<file path="config.mk">
export PLATFORM = sky130hd
export DESIGN_NAME = serial_subtract
export DESIGN_NICKNAME = d
export VERILOG_FILES = /design/src/rtl/serial_subtract.sv
export SDC_FILE = /design/constraint.sdc
export NUM_CORES = 1
export LEC_CHECK = 0
export BUFFER_PORTS_ARGS = -buffer_cell sky130_fd_sc_hd__buf_2
export CAP_MARGIN = 25
export CORE_ASPECT_RATIO = 0.9
export CORE_UTILIZATION = 54
export DETAILED_ROUTE_END_ITERATION = 7
export PLACE_DENSITY = 0.75
export SETUP_SLACK_MARGIN = 0.15
export SKIP_LAST_GASP = 1
export SLEW_MARGIN = 30
export SYNTH_ARGS = -nofsm -noshare
export SYNTH_HDL_FRONTEND = slang
export SYNTH_SLANG_ARGS = --single-unit
</file>
<file path="constraint.sdc">
create_clock -name clk -period 2.68 [get_ports clk]
set_input_delay 0.536 -clock clk [delete_from_list [all_inputs] [get_ports clk]]
set_output_delay 0.536 -clock clk [all_outputs]
set_load 0.005 [all_outputs]
</file>
<file path="src/rtl/serial_subtract.sv">
// serial_subtract
//   Digit-serial subtractor: D = A - B - BIN over WIDTH bits, DIGIT bits per
//   clock, least-significant digit first. A start/busy/done handshake frames
//   each operation. The result is held until the next completion.
//
// Parameters
//   WIDTH  operand/result width (>= 1)
//   DIGIT  bits per cycle (1 <= DIGIT <= WIDTH, WIDTH % DIGIT == 0)
//
// Ports
//   clk    in   rising-edge clock
//   rst    in   synchronous reset, active-high
//   start  in   request; sampled only while busy == 0
//   a      in   minuend, captured on the accepted start edge
//   b      in   subtrahend, captured on the accepted start edge
//   bin    in   borrow-in, captured on the accepted start edge
//   busy   out  high while an operation is in progress
//   done   out  one-cycle pulse when d/bout are updated
//   d      out  difference (registered)
//   bout   out  final borrow-out (registered)
//
// Build option
//   SERIAL_SUBTRACT_SAT_EN  when defined, a completion with final borrow 1
//                           writes d = 0 (unsigned floor); bout still reports 1.
module serial_subtract #(
    parameter int WIDTH = 16,
    parameter int DIGIT = 4
) (
    input  logic             clk,
    input  logic             rst,
    input  logic             start,
    input  logic [WIDTH-1:0] a,
    input  logic [WIDTH-1:0] b,
    input  logic             bin,
    output logic             busy,
    output logic             done,
    output logic [WIDTH-1:0] d,
    output logic             bout
);

    localparam int N  = WIDTH / DIGIT;
    localparam int CW = (N > 1) ? $clog2(N) : 1;

    typedef enum logic {
        IDLE = 1'b0,
        RUN  = 1'b1
    } state_t;

    state_t           state;
    logic [WIDTH-1:0] a_sh;
    logic [WIDTH-1:0] b_sh;
    logic [WIDTH-1:0] res_sh;
    logic             borrow;
    logic [CW-1:0]    count;

    logic [DIGIT:0]   diff;
    logic [WIDTH-1:0] dig_ext;
    logic [WIDTH-1:0] res_next;

`ifdef SERIAL_SUBTRACT_SAT_EN
    // Unsigned floor: a negative result (final borrow set) clamps to zero.
    function automatic logic [WIDTH-1:0] sat_floor(input logic [WIDTH-1:0] v,
                                                   input logic             brw);
        return brw ? '0 : v;
    endfunction
`endif

    // One digit of the subtract; bit DIGIT of the extended result is the borrow.
    always_comb begin
        diff     = {1'b0, a_sh[DIGIT-1:0]} - {1'b0, b_sh[DIGIT-1:0]}
                 - {{DIGIT{1'b0}}, borrow};
        dig_ext  = WIDTH'(diff[DIGIT-1:0]);
        // New digit enters at the MSB end so that after N digits the LSB
        // digit has reached bit 0.
        res_next = (res_sh >> DIGIT) | (dig_ext << (WIDTH - DIGIT));
    end

    always_ff @(posedge clk) begin
        if (rst) begin
            state  <= IDLE;
            busy   <= 1'b0;
            done   <= 1'b0;
            d      <= '0;
            bout   <= 1'b0;
            a_sh   <= '0;
            b_sh   <= '0;
            res_sh <= '0;
            borrow <= 1'b0;
            count  <= '0;
        end else begin
            done <= 1'b0;
            case (state)
                IDLE: begin
                    if (start) begin
                        a_sh   <= a;
                        b_sh   <= b;
                        borrow <= bin;
                        res_sh <= '0;
                        count  <= '0;
                        busy   <= 1'b1;
                        state  <= RUN;
                    end
                end
                RUN: begin
                    a_sh   <= a_sh >> DIGIT;
                    b_sh   <= b_sh >> DIGIT;
                    borrow <= diff[DIGIT];
                    res_sh <= res_next;
                    if (count == CW'(N - 1)) begin
`ifdef SERIAL_SUBTRACT_SAT_EN
                        d <= sat_floor(res_next, diff[DIGIT]);
`else
                        d <= res_next;
`endif
                        bout  <= diff[DIGIT];
                        done  <= 1'b1;
                        busy  <= 1'b0;
                        state <= IDLE;
                    end else begin
                        count <= count + CW'(1);
                    end
                end
                default: state <= IDLE;
            endcase
        end
    end

endmodule

</file>
### Word level (Yosys, flattened, before mapping)

Index checks and enable logic that the tools add are counted.

* bits in registers: 71
* input bits: 36

* muxes and demuxes: 18
* add/sub/neg operators: 3
* reduce and logical (&&, ||, !) cells: 4
* bitwise logic cells: 2
* equality and inequality tests: 4

Operators by type and width (number)
* $pmux 16 s2: 3
* $mux 16: 3
* $or 12x16->16: 1
* $mux 1: 6
* $pmux 1 s2: 3
* $reduce_and 2->1: 3
* $sub 4x4->5: 1
* $sub 5x1->5: 1
* $mux 2: 2
* $ne 2x2->1 const B: 2
* $pmux 2 s2: 1
* $add 2x1->2 const B: 1
* $eq 2x2->1 const B: 1
* $ne 2x1->1 const B: 1
* $reduce_or 2->1: 1
* $not 1->1: 1

### Longest topological paths before layout

Gate-level depths: netlist of the first run.

* depth after elaboration: 4
* mapped depth: 8

### Worst setup path before layout of the first run

Ideal clock, no wire load.

* kind: register to register
* from: register b_sh[0]
* to: register res_sh[15]
* period minus slack after synthesis: 1.926 ns
* required time: 2.553 ns
* data arrival time: 1.799 ns
* path slack: 0.754 ns
* cell stages (with the launch flop): 9
* cell sequence: dfxtp_1 inv_1 fa_1 inv_1 ha_1 o21ai_1 nand3b_1 nor4bb_1 or3_1

* longest elaborated chain between the ends: 4

RTL lines
* start, declared: RTL line 51 `logic [WIDTH-1:0] b_sh;`
* start signal, assigned: RTL line 106 `b_sh <= b_sh >> DIGIT;`
* $sub 4x4->5: RTL line 70 `diff = {1'b0, a_sh[DIGIT-1:0]} - {1'b0, b_sh[DIGIT-1:0]}`
* $sub 5x1->5: RTL line 71 `- {{DIGIT{1'b0}}, borrow};`
* $or 12x16->16: RTL line 75 `res_next = (res_sh >> DIGIT) | (dig_ext << (WIDTH - DIGIT));`
* $pmux 16 s2: RTL line 92 `case (state)`
* end signal, assigned: RTL line 108 `res_sh <= res_next;`
* end, declared: RTL line 52 `logic [WIDTH-1:0] res_sh;`

Every way passes these cells.
A chain may end at the register's enable or synchronous reset.

### Final worst setup path of the first run

Same ends and word-level chain as after synthesis.

==> results of run 1 <==
## cell type report
cell class	count	area, sq um
clock buffer	12	145
clock inverter	3	15.0
fill	428	1710
inverter	9	33.8
multi-input combinational	203	1310
sequential	67	1340
tap	65	81.3
timing repair buffer	59	320
## power by group
part	internal, mW	leakage (nW)	switching (mW)
clock network	0.351	0.0860	0.346
registers	1.04	0.546	0.0296
logic	0.114	0.850	0.140
total	1.50	1.48	0.515
## cells in the mapped netlist, drive strengths merged
cell / count
or3: 1
nor4b: 1
o31ai: 1
nand2b: 1
a21oi: 39
nor4bb: 1
o21ai: 2
inv: 9
dfxtp: 67
a32oi: 1
nor3: 2
nand3b: 1
clkbuf: 5
mux2i: 32
ha: 7
nor2: 72
a211oi: 2
o21a: 2
or2: 1
nor2b: 1
xnor2: 1
xor2: 3
nor3b: 12
nand2: 3
a22o: 15
fa: 2
buf: 18
## state kept, by name, summed over array words and instances, names as in the netlist
| signal | flops |
|---|---|
| count | 2 |
| state | 1 |
| a_sh | 16 |
| bout | 1 |
| borrow | 1 |
| b_sh | 16 |
| d | 16 |
| done | 1 |
| res_sh | 12 |
| busy | 1 |
## worst register-to-register path, cell delays in order, from the launching register on
cell	delay (ns)
sky130_fd_sc_hd__dfxtp_1	0.32
sky130_fd_sc_hd__inv_1	0.06
sky130_fd_sc_hd__fa_1	0.54
sky130_fd_sc_hd__inv_1	0.05
sky130_fd_sc_hd__ha_1	0.17
sky130_fd_sc_hd__o21ai_1	0.13
sky130_fd_sc_hd__nand3b_1	0.14
sky130_fd_sc_hd__nor4bb_1	0.17
sky130_fd_sc_hd__or3_1	0.37
## final timing paths
| path | from | end | slack [ns] | cells past startpoint |
|---|---|---|---|---|
| max | b_sh[0]$_SDFFE_PP0P_ | res_sh[15]$_SDFFE_PP0P_ | 0.61 | 8 |
| min | a[15] | a_sh[15]$_SDFFE_PP0P_ | 0.44 | 3 |
| max reg2reg | b_sh[0]$_SDFFE_PP0P_ | res_sh[15]$_SDFFE_PP0P_ | 0.61 | 8 |
| min reg2reg | res_sh[6]$_SDFFE_PP0P_ | d[2]$_SDFFE_PP0P_ | 0.47 | 1 |
## metrics by stage
step,hold slack [ns],cells
after global placement,0.446,403
after CTS,0.421,418
after detailed placement,0.459,403
after floorplan,0.434,302
final,0.436,418
after global routing,0.455,418
## cells by family (layout without fill, tap and decap cells)
family / Yosys count / after routing / synth area share [%]
simple gates: 96 / 96 / 15.5
flops: 67 / 67 / 47.2
compound gates: 62 / 62 / 13.6
mux: 32 / 32 / 11.3
buf+inv: 32 / 83 / 6.61
fa+ha+maj: 9 / 9 / 4.50
xor+xnor: 4 / 4 / 1.23
## routing by layer
layer / global-route usage (%) / vias to the layer above
met3: 7.61 / 6
met4: 7.61 / 0
li1: - / 1123
met2: 34.0 / 55
met1: 29.3 / 1030
met5: 0 / -
==> results.cfg, run 1 <==
[setup_path]
critPathKind = reg -> reg
timing.critical_path.slowest_stage_cell = sky130_fd_sc_hd__fa_1
worstSetupEndpointType = flip-flop
crit_path_frequent_cell = sky130_fd_sc_hd__inv_1
cp-start-kind = flip-flop
critPathBufInv = 2
worstPathMaxFanout = 3
path_delay_family = adder cells
critical_path.max_stage_delay_ns = 0.54
cp_data_required_time_ns = 2.90
worst_ep_arrival_time_ns = 2.29
crit_path_cell_trace = inv_1 > fa_1 > inv_1 > ha_1 > o21ai_1 > nand3b_1 > nor4bb_1 > or3_1

[sta]
finalSetupViolCount = 0
finClkSkew_ns = 0.00405
max_clock_freq_mhz = 484
rsz0062_at_grt = false
final-hold-violation-count = 0
crit_path_time_final_ns = 2.07
final_max_slew_viol_count = 0
transition_at_the_pin_with_the_smallest_max_transition_slack_ns = 0.484
final_min_period_over_clock_period_pct = 77.1
setup_slack_ns = 0.612
maxSlewHeadroom_pct = 67.7
setup-tns-final_ns = 0

[logic_synthesis]
synth.largest_area_cell = sky130_fd_sc_hd__dfxtp_1
ys_warn_count = 0
synthesis.instances = 302
netlist-cell-type-count = 32
ys_seq_elements = 67
synth.yosys.seq_area_share_pct = 47.2
syn_area_per_cell_sq_um = 9.40
mappedNetlistArea_sq_um = 2840
post_synth_main_area_contributors = sky130_fd_sc_hd__dfxtp_1, sky130_fd_sc_hd__mux2i_1, sky130_fd_sc_hd__nor2_1
synthesis.nets = 347
synthDominantCellAreaShare_pct = 47.2

[run]
maxCapViolations = 0

[cells_and_area]
nets = 394
final_common_cell = sky130_fd_sc_hd__nor2_1
mostFrequentLayoutCells = sky130_fd_sc_hd__nor2_1, sky130_fd_sc_hd__dfxtp_1, sky130_fd_sc_hd__buf_2
num_antenna_cells = 0
final_cell_area_sq_um = 3250
share_of_layout_cells_above_drive_strength_1_pct = 21.5
finalCoreUtilization_pct = 65.6
syn2layout_area_growth_pct = 14.4

[placement]
place_hpwl_um = 3660
worst_slack_after_detailed_placement_ns = 0.628
io_buffers = 54
gp_congestion = 0.792
placedInstanceArea_sq_um = 3090

[routing]
drt.antenna.violating_nets = 0
detailroute.via_count = 2214
drt_pass1_iterations = 4
post-route-drc-count = 0
vias_per_cell = 5.30
detailroute.wirelength.met2_um = 2480
met3RoutedLength_um = 283
detail_route.wirelength.met1_um = 2630
highest_layer = met4
wire_per_inst_um = 13.0
drt_iter0_markers = 113
drt-total-wl_um = 5440

[global_route]
first_global_vias = 2077
grt_antenna_before_repair = 0
globalRouteOverflowTotal = 0
grt_usage_pct = 22.2
wire_length_of_the_first_global_routing_pass_um = 9460
grt_max_degree = 50

[power_and_ir_drop]
powerDensity_nw_per_um2 = 621
post_layout_total_power_mw = 2.02
vdd.ir_drop.worst_v = 0.000395
leakagePower_nw = 1.48

[die]
dieHeight_um = 70.8
core.rowCount = 24
fp.coreArea_sq_um = 4950
floorplan.io_pins = 55
die_w_um = 78.4
fp.dieArea_sq_um = 5550
start_util_pct = 57.3

[clocking]
clk-insertion-delay-late_ns = 0.33
ctsHtreeMaxLevel = 3
clk_transition_reported_paths_ns = 0.07
tritoncts_buffers = 9
clock_sinks = 67
post_cts.repair.setup_buffers = 0
clock_tree.root_cell = sky130_fd_sc_hd__clkbuf_8
cts_hold_repair.buffers = 0
cts-root-to-sink-buffers = 2
cts.repair.resized = 0
cts_tree = yes

[hold_path]
worst_hold_class = in -> reg

[status]
outcome = finished, final reports clean
No activity file was read; power rests on OpenSTA's default activity.
==> run 2, diff against run 1 <==
--- a/config.mk
+++ b/config.mk
@@ -5,6 +5,7 @@
 export SDC_FILE = /design/constraint.sdc
 export NUM_CORES = 1
 export LEC_CHECK = 0
+export ABC_AREA = 1
 export BUFFER_PORTS_ARGS = -buffer_cell sky130_fd_sc_hd__buf_2
 export CAP_MARGIN = 25
 export CORE_ASPECT_RATIO = 0.9
==> constraint.sdc (replaced) <==
create_clock -name clk -period 2 [get_ports clk]
set_input_delay 0.4 -clock clk [delete_from_list [all_inputs] [get_ports clk]]
set_output_delay 0.4 -clock clk [all_outputs]
set_load 0.005 [all_outputs]
==> run 2 against run 1 <==
Effect of this change:
- setup slack worse by 0.31 ns
- register-to-register slack worse by 0.31 ns
- combinational power is 38% higher
- critical endpoint is now borrow$_SDFFE_PP0P_
- hold slack worse by 0.12 ns
- largest cell class unchanged
- cell count is 18% higher
==> results.cfg, run 2 <==
[global_route]
globalRouteOverflowTotal = 0
grt_usage_pct = 26.1
grt_max_degree = 24
first_global_vias = 2361
grt_antenna_before_repair = 0
wire_length_of_the_first_global_routing_pass_um = 11100

[run]
maxCapViolations = 0

[setup_path]
critPathKind = reg -> reg
crit_path_frequent_cell = sky130_fd_sc_hd__nand2_1
critPathBufInv = 2
cp_data_required_time_ns = 2.29
worstPathMaxFanout = 2
worstSetupEndpointType = flip-flop
timing.critical_path.slowest_stage_cell = sky130_fd_sc_hd__fa_2
crit_path_cell_trace = inv_1 > fa_2 > fa_2 > inv_1 > nand2_1 > nand2_1 > nand2_1 > nand2_1 > nand3_1 > a21oi_1
cp-startpoint = b_sh[0]$_SDFFE_PP0P_
worst_ep_arrival_time_ns = 1.98
r2r-start = b_sh[0]$_SDFFE_PP0P_
cp-start-kind = flip-flop
path_delay_family = adder cells
critical_path.max_stage_delay_ns = 0.38

[die]
dieHeight_um = 71.2
fp.coreArea_sq_um = 4980
start_util_pct = 57.6
die_w_um = 78.9
floorplan.io_pins = 55
fp.dieArea_sq_um = 5620
core.rowCount = 24

[power_and_ir_drop]
powerDensity_nw_per_um2 = 861
post_layout_total_power_mw = 2.90
leakagePower_nw = 1.69
vdd.ir_drop.worst_v = 0.000565

[status]
outcome = finished, final reports clean

[routing]
wire_per_inst_um = 13.1
vias_per_cell = 5.08
drt_iter0_markers = 142
drt.antenna.violating_nets = 0
drt-total-wl_um = 6460
detailroute.via_count = 2499
drt_pass1_iterations = 6
post-route-drc-count = 0

[sta]
rsz0062_at_grt = false
setup_slack_ns = 0.303
max_clock_freq_mhz = 589
final_min_period_over_clock_period_pct = 84.8
final_max_slew_viol_count = 0
timing.hold.ws_ns = 0.312
finClkSkew_ns = 0.00847
setup-tns-final_ns = 0
finalSetupViolCount = 0
maxSlewHeadroom_pct = 74.8
final-hold-violation-count = 0
crit_path_time_final_ns = 1.70
transition_at_the_pin_with_the_smallest_max_transition_slack_ns = 0.377

[cells_and_area]
final_common_cell = sky130_fd_sc_hd__nand2_1
num_antenna_cells = 0
post_layout_nonfiller_instances = 492
largest_registers = a_sh (16), b_sh (16), d (16)
nets = 468
finalCoreUtilization_pct = 67.4
final_cell_area_sq_um = 3360
syn2layout_area_growth_pct = 17.0
mostFrequentLayoutCells = sky130_fd_sc_hd__nand2_1, sky130_fd_sc_hd__dfxtp_1, sky130_fd_sc_hd__inv_1
share_of_layout_cells_above_drive_strength_1_pct = 20.1

[logic_synthesis]
synth.yosys.seq_area_share_pct = 46.7
asyncSetResetFlopFracSynth_pct = 0
ys_seq_elements = 67
syn_area_per_cell_sq_um = 7.74
synthesis.instances = 371
synthesis.nets = 416
synth_common_cells = sky130_fd_sc_hd__nand2_1, sky130_fd_sc_hd__dfxtp_1, sky130_fd_sc_hd__inv_1
post_synth_main_area_contributors = sky130_fd_sc_hd__dfxtp_1, sky130_fd_sc_hd__nand2_1, sky130_fd_sc_hd__inv_1
synth_enable_flop_cells = 0
yosys.cell_count.top_type = sky130_fd_sc_hd__nand2_1
mappedNetlistArea_sq_um = 2870
synth.largest_area_cell = sky130_fd_sc_hd__dfxtp_1
yosys_most_used_dff = sky130_fd_sc_hd__dfxtp_1
ys_warn_count = 0
netlist-cell-type-count = 27
synthDominantCellAreaShare_pct = 46.7

[clocking]
clk-insertion-delay-late_ns = 0.35
ctsHtreeMaxLevel = 3
clk_transition_reported_paths_ns = 0.07
tritoncts_buffers = 9
clock_tree.root_cell = sky130_fd_sc_hd__clkbuf_8
cts-root-to-sink-buffers = 2
clock_sinks = 67
cts_tree = yes
post_cts.repair.setup_buffers = 0

[placement]
place_hpwl_um = 4420
placedInstanceArea_sq_um = 3160
worst_slack_after_detailed_placement_ns = 0.210
placedCellCount = 477
gp_congestion = 0.766
io_buffers = 54

[hold_path]
worst_hold_startpoint = a[15]
worst_hold_class = in -> reg
-- run 2: changes by cell type after synthesis, sizes merged, moves of 16 or more --
cell and change:
nor2 -59, o21ai +18, inv +51, nand2 +91, a21oi -16, mux2i -32
nand3 +39
-- run 2: area by class of cell --
cell class	instances	area (sq um)
Sequential cell	67	1340
Clock buffer	13	159
Timing Repair Buffer	62	330
Clock inverter	2	35.0
Tap cell	65	81.3
Fill cell	424	1620
Inverter	60	225
Multi-Input combinational cell	223	1190
-- run 2: final timing paths --
kind                                end  slack, ns  cells after the start
setup / recovery    borrow$_SDFFE_PP0P_       0.30                     10
hold / removal    a_sh[15]$_SDFFE_PP0P_       0.31                      3
setup reg to reg    borrow$_SDFFE_PP0P_       0.30                     10
hold reg to reg       busy$_SDFFE_PP0P_       0.45                      2
-- run 2: kinds of logic (layout without fill, tap and decap cells) --
group / count (synthesis) / in the layout / synth area share (%)
XOR/XNOR: 1 / 1 / 0.305
AND/OR/NAND/NOR: 146 / 146 / 22.0
flip-flops: 67 / 67 / 46.7
AO/OA/AOI/OAI: 67 / 67 / 14.5
adder cells (fa/ha/maj): 9 / 9 / 4.44
buffers and inverters: 81 / 137 / 12.1
-- run 2: per-layer routing --
layer / up-vias / GRT usage, % / part of all wire, %
met1: 1121 / 34.4 / 47
met4: 0 / 9.29 / 2.4
met5: - / 0 / 0
li1: 1285 / - / -
met2: 80 / 39.0 / 45
met3: 13 / 9.81 / 6.3
-- run 2: report_power, final --
| part | total (mW) | switching (mW) | internal [mW] | leakage [nW] |
|---|---|---|---|---|
| logic | 0.350 | 0.215 | 0.135 | 1.05 |
| registers | 1.42 | 0.0323 | 1.39 | 0.546 |
| clock network | 1.13 | 0.490 | 0.636 | 0.0995 |
-- run 2: what timing repair did --
item / in CTS / in global routing
endpoints found under the hold margin: 0 / 0
gates resized for setup: 0 / 3
hold buffers: 0 / 0
endpoints found under the setup margin: 0 / 3
-- run 2: worst reg2reg max path, cell delays in order (launching register included) --
cell                      delay, ns
sky130_fd_sc_hd__dfxtp_1       0.31
sky130_fd_sc_hd__inv_1         0.06
sky130_fd_sc_hd__fa_2          0.38
sky130_fd_sc_hd__fa_2          0.36
sky130_fd_sc_hd__inv_1         0.06
sky130_fd_sc_hd__nand2_1       0.06
sky130_fd_sc_hd__nand2_1       0.07
sky130_fd_sc_hd__nand2_1       0.07
sky130_fd_sc_hd__nand2_1       0.08
sky130_fd_sc_hd__nand3_1       0.07
sky130_fd_sc_hd__a21oi_1       0.12
